### config.mk
export PLATFORM = sky130hd
export DESIGN_NAME = dot_product_scheduler
export DESIGN_NICKNAME = d
export VERILOG_FILES = /design/src/rtl/dp_sched_pkg.sv /design/src/rtl/dp_lane_tracker.sv /design/src/rtl/dot_product_scheduler.sv
export SDC_FILE = /design/constraint.sdc
export NUM_CORES = 1
export LEC_CHECK = 0
export BUFFER_PORTS_ARGS = -buffer_cell sky130_fd_sc_hd__buf_2
export CELL_PAD_IN_SITES_DETAIL_PLACEMENT = 0
export CELL_PAD_IN_SITES_GLOBAL_PLACEMENT = 2
export CORE_ASPECT_RATIO = 1.2
export CORE_MARGIN = 2
export CORE_UTILIZATION = 30
export CTS_CLUSTER_DIAMETER = 200
export CTS_CLUSTER_SIZE = 20
export DETAILED_ROUTE_END_ITERATION = 6
export PLACE_DENSITY_LB_ADDON = 0.1
export SETUP_SLACK_MARGIN = 0.2
export SKIP_LAST_GASP = 1
export SLEW_MARGIN = 20
export SYNTH_ARGS = -nofsm -noshare
export SYNTH_HDL_FRONTEND = slang
export SYNTH_SLANG_ARGS = --single-unit
### constraint.sdc
create_clock -name clk -period 2.69 [get_ports clk]
set_clock_uncertainty 0.1 [all_clocks]
set_input_delay 0.4035 -clock clk [delete_from_list [all_inputs] [get_ports clk]]
set_output_delay 0.4035 -clock clk [all_outputs]
set_load 0.05 [all_outputs]
### src/rtl/dp_sched_pkg.sv
// Shared types and default sizing for the dot-product scheduler.
package dp_sched_pkg;

  localparam int WIDTH_DEF     = 4;
  localparam int NUM_PRODS_DEF = 16;
  localparam int LEN_W_DEF     = 8;
  localparam int ACC_W_DEF     = 20;

  typedef enum logic [2:0] {
    IDLE,
    FETCH,
    LAUNCH,
    RUN,
    RESULT
  } state_e;

  typedef logic [NUM_PRODS_DEF-1:0] lane_mask_t;

endpackage

### src/rtl/dp_lane_tracker.sv
// Lane bookkeeping for the scheduler. It decides which lanes may be launched
// (both operands non-zero), remembers which launched lanes are still running,
// and reports when the whole chunk has drained.
module dp_lane_tracker
  import dp_sched_pkg::*;
#(
  parameter int WIDTH     = WIDTH_DEF,
  parameter int NUM_PRODS = NUM_PRODS_DEF
) (
  input  logic                       clk,
  input  logic                       reset_n,
  input  logic [NUM_PRODS*WIDTH-1:0] pb_w,
  input  logic [NUM_PRODS*WIDTH-1:0] pb_x,
  input  logic                       launch,
  input  logic                       run,
  input  logic [NUM_PRODS-1:0]       pb_done,
  output logic [NUM_PRODS-1:0]       launch_mask,
  output logic [NUM_PRODS-1:0]       busy,
  output logic                       all_idle
);

  // A zero operand would hang a lane, so such lanes are never launched.
  always_comb begin
    launch_mask = '0;
    for (int i = 0; i < NUM_PRODS; i++) begin
      launch_mask[i] = (|pb_w[i*WIDTH +: WIDTH]) && (|pb_x[i*WIDTH +: WIDTH]);
    end
  end

  // Busy lanes are set at launch and retire on their done flag while running.
  always_ff @(posedge clk or negedge reset_n) begin
    if (!reset_n) begin
      busy <= '0;
    end else if (launch) begin
      busy <= launch_mask;
    end else if (run) begin
      busy <= busy & ~pb_done;
    end
  end

  // Looks through this cycle's done flags so the last retiring lane ends the chunk
  // on the same edge.
  always_comb begin
    all_idle = ((busy & ~pb_done) == '0);
  end

endmodule

### src/rtl/dot_product_scheduler.sv
// Dot-product scheduler: accepts a job of N chunks, launches product lanes per
// chunk, integrates the adder-tree sum until the lanes drain, returns the total.
//
// state  | meaning
// IDLE   | waiting for a job, job_ready high
// FETCH  | waiting for chunk operands, chk_ready high
// LAUNCH | one-cycle launch pulse to lanes with non-zero operands
// RUN    | accumulate tree_sum until every launched lane is done
// RESULT | res_valid high with stable total until accepted
module dot_product_scheduler
  import dp_sched_pkg::*;
#(
  parameter int WIDTH     = WIDTH_DEF,
  parameter int NUM_PRODS = NUM_PRODS_DEF,
  parameter int TREE_W    = $clog2(NUM_PRODS + 1),
  parameter int LEN_W     = LEN_W_DEF,
  parameter int ACC_W     = ACC_W_DEF
) (
  input  logic                       clk,
  input  logic                       reset_n,
  input  logic                       job_valid,
  output logic                       job_ready,
  input  logic [LEN_W-1:0]           job_len,
  input  logic                       chk_valid,
  output logic                       chk_ready,
  input  logic [NUM_PRODS*WIDTH-1:0] chk_w,
  input  logic [NUM_PRODS*WIDTH-1:0] chk_x,
  output logic [NUM_PRODS-1:0]       pb_in_rdy,
  output logic [NUM_PRODS*WIDTH-1:0] pb_w,
  output logic [NUM_PRODS*WIDTH-1:0] pb_x,
  input  logic [NUM_PRODS-1:0]       pb_done,
  input  logic [TREE_W-1:0]          tree_sum,
  output logic                       res_valid,
  input  logic                       res_ready,
  output logic [ACC_W-1:0]           res_data,
  output logic                       res_ovf
);

  state_e               state_q, state_d;
  logic [LEN_W-1:0]     len_q;
  logic [ACC_W-1:0]     acc_q;
  logic                 ovf_q;
  logic [ACC_W:0]       acc_sum;
  logic [NUM_PRODS-1:0] launch_mask;
  logic [NUM_PRODS-1:0] busy;
  logic                 all_idle;

  dp_lane_tracker #(
    .WIDTH     (WIDTH),
    .NUM_PRODS (NUM_PRODS)
  ) u_tracker (
    .clk         (clk),
    .reset_n     (reset_n),
    .pb_w        (pb_w),
    .pb_x        (pb_x),
    .launch      (state_q == LAUNCH),
    .run         (state_q == RUN),
    .pb_done     (pb_done),
    .launch_mask (launch_mask),
    .busy        (busy),
    .all_idle    (all_idle)
  );

  // Extra top bit of the sum is the wrap carry that feeds the sticky overflow.
  assign acc_sum = {1'b0, acc_q} + {{(ACC_W + 1 - TREE_W){1'b0}}, tree_sum};

  // State register.
  always_ff @(posedge clk or negedge reset_n) begin
    if (!reset_n) state_q <= IDLE;
    else          state_q <= state_d;
  end

  // Next-state and handshake outputs.
  always_comb begin
    state_d   = state_q;
    job_ready = 1'b0;
    chk_ready = 1'b0;
    res_valid = 1'b0;
    pb_in_rdy = '0;
    case (state_q)
      IDLE: begin
        job_ready = 1'b1;
        if (job_valid) state_d = (job_len != '0) ? FETCH : RESULT;
      end
      FETCH: begin
        chk_ready = 1'b1;
        if (chk_valid) state_d = LAUNCH;
      end
      LAUNCH: begin
        pb_in_rdy = launch_mask;
        state_d   = RUN;
      end
      RUN: begin
        if (all_idle) state_d = (len_q != LEN_W'(1)) ? FETCH : RESULT;
      end
      RESULT: begin
        res_valid = 1'b1;
        if (res_ready) state_d = IDLE;
      end
      default: state_d = IDLE;
    endcase
  end

  // Datapath: chunk counter, operand capture and the accumulator.
  always_ff @(posedge clk or negedge reset_n) begin
    if (!reset_n) begin
      len_q <= '0;
      acc_q <= '0;
      ovf_q <= 1'b0;
      pb_w  <= '0;
      pb_x  <= '0;
    end else begin
      case (state_q)
        IDLE: begin
          if (job_valid) begin
            len_q <= job_len;
            acc_q <= '0;
            ovf_q <= 1'b0;
          end
        end
        FETCH: begin
          if (chk_valid) begin
            pb_w <= chk_w;
            pb_x <= chk_x;
          end
        end
        RUN: begin
          acc_q <= acc_sum[ACC_W-1:0];
          ovf_q <= ovf_q | acc_sum[ACC_W];
          if (all_idle) len_q <= len_q - LEN_W'(1);
        end
        RESULT: begin
          if (res_ready) begin
            acc_q <= '0;
            ovf_q <= 1'b0;
          end
        end
        default: ;
      endcase
    end
  end

  assign res_data = acc_q;
  assign res_ovf  = ovf_q;

endmodule

# Yosys cells after proc, flatten, opt, wreduce, memory -nomap -nowiden
# Index checks and enable logic that the tools add are counted.
[totals]
reg_bits = 176
out_inout_bits = 168
elab_cells = 101
[op_classes]
n_addsub = 2
n_eq_ne = 9
n_mux = 22
bitwise = 3
n_reduce_logical = 58
[ops]
columns = ["cell", "n"]
rows = [
  ["OR reduction 4 bit", 32],
  ["case mux 20 bit (3 select lines)", 1],
  ["2-to-1 mux 16 bit", 3],
  ["2-to-1 mux 20 bit", 2],
  ["adder 20 x 5 -> 21 bit", 1],
  ["2-to-1 mux 3 bit", 6],
  ["AND 16 bit", 1],
  ["logical AND 1 bit", 16],
  ["logical NOT 16 bit", 1],
  ["2-to-1 mux 8 bit", 2],
  ["inverter 16 bit", 1],
  ["case mux 8 bit (2 select lines)", 1],
  ["case mux 3 bit (5 select lines)", 1],
  ["inequality test 2 bit (second input constant)", 4],
  ["inequality test 8 x 1 -> 1 bit (second input constant)", 1],
  ["nonzero test 8 bit", 1],
  ["subtractor 8 x 1 -> 8 bit (second input constant)", 1],
  ["equality test 3 x 2 -> 1 bit (second input constant)", 2],
  ["AND reduction 3 bit", 2],
  ["2-to-1 mux 1 bit", 5],
  ["AND reduction 4 bit", 1],
  ["nonzero test 2 bit", 2],
  ["equality test 3 x 1 -> 1 bit (second input constant)", 1],
  ["equality test 3 bit (second input constant)", 1],
  ["5 further kinds", 5],
]

# Longest topological paths before layout
[logic_depth]
word_depth = 5
mapped_depth = 9

# Hierarchy
# A second synthesis with hierarchy kept.
[unflattened]
cells_unflattened = 624
hier_area_um2 = 8164.1
[by_module_without_submodules]
columns = ["module", "n_inst", "cells_each", "area_per_inst_um2"]
rows = [
  ["dot_product_scheduler", 1, 504, 6791.5],
  ["dp_lane_tracker", 1, 120, 1372.6],
]

# Least setup slack after synthesis
# OpenSTA, ideal clock, no wires.
[synth_timing]
kind = "reg-to-output"
startpoint = "register state_q[2]"
endpoint = "output pb_in_rdy[11]"
arrival_ns = 2.414
required_time_ns = 2.187
slack_ns = -0.227
stages_incl_launch_ff = 7
cell_sequence = "dfrtp_1 -> clkbuf_1 -> nand2b_1 -> nand2b_1 -> clkbuf_1 -> buf_2 -> nor3_1"
[synth_between]
elab_chain_len = 2
[synth_lines]
columns = ["element", "line_no", "source"]
rows = [
  ["start, declared", "dot_product_scheduler.sv:39", "state_e state_q, state_d;"],
  ["start signal, assigned", "dot_product_scheduler.sv:70", "else state_q <= state_d;"],
  ["equality test 3 x 2 -> 1 bit", "dot_product_scheduler.sv:80", "case (state_q)"],
  ["2-to-1 mux 16 bit", "dot_product_scheduler.sv:80", ""],
  ["end, declared", "dot_product_scheduler.sv:28", "output logic [NUM_PRODS-1:0] pb_in_rdy,"],
]
# No other way between the ends.

# Final worst setup path
[layout_timing]
startpoint = "register state_q[2]"
endpoint = "output pb_in_rdy[10]"
# Same word-level chain as after synthesis.

==> impl_metrics.ini <==
[run_status]
status = complete, no violations

[sta]
finalCriticalPeriod_ns = 2.390
slew_viol_final = 0
max_clock_freq_mhz = 418.4
finalHoldViolCount = 0
rsz0062_at_grt = yes
setup_violations = 0
fin_ws_ns = 0.2998
slew_headroom = 0.5680
tightestPinTransition_ns = 0.6421
final.period_utilization = 0.8885
finalSetupTns_ns = 0
hold_slack_ns = 0.09475

[yosys]
ys_warn_count = 0
yosys.area.top_type = dfrtp_1
synth_area_leaders = dfrtp_1 (57%), mux2_2 (17%), nor4_1 (2.7%)
synth.distinct_cells = 61
yosysTopAreaCellShare = 0.5662
synth_area_um2 = 7779
yosysSeqAreaShare = 0.5662
synth_edf_count = 0
ys_ff_latch = 176
syn_nets = 792
synth_area_per_cell_um2 = 12.51
synthCells = 622
postSynth.asyncResetShare = 1.000
synth_flop_cell = dfrtp_1

[layout]
final_nets = 1149
layout.cells.non_filler = 1326
multi_input_area_um2 = 3311
most-common-layout-cells = buf_2 (312), dfrtp_1 (174), mux2_2 (120)
syn_to_final_growth_pct = 39.51
layout_commonest_cell = buf_2
nFillCells = 2520
drive_above_1_share = 0.5520
fin_area_um2 = 10850
seqCellArea_um2 = 4407

[floorplan]
fp-row-count = 64
pin_count = 330
start_util = 0.3055
die-area_um2 = 27240
die_w_um = 151.0
die_h_um = 180.4
core_area_um2 = 25460

[grt]
grt_usage = 0.1814
grt_max_degree = 69
grt_pass1_vias = 6572
antenna_found_initial = 7
grt_pass1_wl_mm = 37.56
grt_overflow_total = 0

[setup_path]
crit_buf_inv = 2
critPathCaptureType = output pin
worst-path-stages = 5
path_cells = nand2b_1 > nand2b_1 > buf_4 > nor3_2 > buf_4
cp.required_ns = 2.19
reg2reg_depth = 9
path_class = reg -> out
slowest_delay_ns = 0.37
cp.arrival_ns = 1.89
crit_family = simple AND/OR/NAND/NOR gates
cp_max_fo = 10
cpMaxStageDelayCell = dfrtp_1
start_kind = flop

[placed_design]
placed_cell_area_um2 = 10010
gp_congestion = 0.7648
dpl.hpwl_mm = 18.49
dp_slack_ns = 0.1509
port_buffers = 329
dp.cells = 1284

[cts]
cts_htree_levels = 4
cts_buffers = 17
cts_root_buf = clkbuf_16
cts_tree = yes
clk_latency_ns = 0.42
clk_pin_slew_ns = 0.07
clockBufferDepth = 2
cts_sinks = 176

[route]
drc = 0
first_iter_violations = 211
wl_mm = 24.65
ant_nets = 0
viasPerCell = 4.832
wl_per_cell_um = 18.59
drtPass1Iterations = 5
vias = 6407

[power_and_ir_drop]
p_sw_frac = 0.5043
peakVddDrop_uv = 937.5
power_frac_comb = 0.553
power.leakage_uw = 0.005050
seqPwrFrac = 0.294
clkPwrFrac = 0.153
power_density_nw_per_um2 = 1521
internal_power_uw = 8180
p_sw_uw = 8322

[job]
drv_cap = 0

[min_path]
holdPathStages = 2
min_path_type = in -> reg
path summary, 6_finish.rpt:
kind / slack, ns / from / end
setup / recovery: 0.30 / state_q[2] / pb_in_rdy[10]
hold / removal: 0.09 / chk_x[63] / pb_x[63]
hold reg to reg: 0.37 / u_tracker.busy[3] / u_tracker.busy[3]
setup reg to reg: 0.35 / res_data[0] / res_data[12]
max in group asynchronous: 1.43 / reset_n / pb_w[38]
min in group asynchronous: 0.36 / reset_n / pb_w[4]
registers in the layout (all words and copies together), names as in the netlist:
signal          cells
len_q               8
state_q             3
pb_w               64
pb_x               64
res_ovf             1
res_data           20
u_tracker.busy     16
per-stage QoR:
stage,utilization,power (uW)
after global placement,0.3931,13850
after CTS,0.4192,16520
after global routing,0.4262,17360
after detailed placement,0.3931,13840
after floorplan,-,11280
final,0.4262,16500
worst reg2reg max path: cells and delay by family (launching register included):
kind,cells,cell delay (ns)
adder cells (fa/ha/maj),2,0.54
AND/OR/NAND/NOR,2,0.55
AO/OA/AOI/OAI,3,0.49
buffers and inverters,2,0.23
flip-flops,1,0.37
power groups by stage:
stage | Clock, uW | Combinational (uW) | Sequential, uW
2_1_floorplan | 0 | 2930 | 8350
3_3_place_gp | 0 | 8950 | 4900
3_5_place_dp | 0 | 8940 | 4900
4_1_cts | 2610 | 9040 | 4870
5_1_grt | 2730 | 9590 | 5040
6_report | 2530 | 9120 | 4860
cells by family (layout without fill, tap and decap cells):
logic type      count (synthesis)  in the layout  synth area share
other cells                     0              5                 0
buf+inv                        42            411           0.02461
fa+ha+maj                       8              8           0.01383
xor+xnor                        2              2          0.002252
flops                         176            176            0.5662
compound gates                 98             98           0.08461
simple gates                  167            167            0.1219
mux                           129            129            0.1866
repair_timing:
action                                  CTS  global route
cloned                                    0             1
hold endpoints to repair                 36             0
hold buffers                              1             0
buffers inserted                          0             4
gates resized for setup                  21            29
endpoints found under the setup margin   16            18
pin swaps                                 0             2
per-layer routing:
layer / wire (um) / track usage / share of wire / up-vias
li1: - / - / - / 3031
met1: 9600 / 0.2133 / 0.39 / 3130
met2: 12760 / 0.3089 / 0.52 / 215
met3: 1848 / 0.06025 / 0.075 / 29
met4: 428 / 0.06131 / 0.017 / 2
met5: 11 / 0 / 0.00045 / -
cell type report:
cell class | count | share of cell area
inverter | 13 | 0.004497
timing repair buffer | 367 | 0.1909
multi-input combinational | 404 | 0.3051
clock buffer | 21 | 0.04151
sequential | 176 | 0.4061
clock inverter | 10 | 0.01268
antenna | 5 | 0.001153
tap | 330 | 0.03805
cells in the mapped netlist (all sizes together), types with 13 or more instances:
library cell	count
inv	13
mux2	128
nand2	19
nor2	19
dfrtp	176
o21ai	23
nor3	24
a21oi	20
buf	19
nor2b	14
nand2b	15
nor4	34
(Power assumes the default switching activity.)
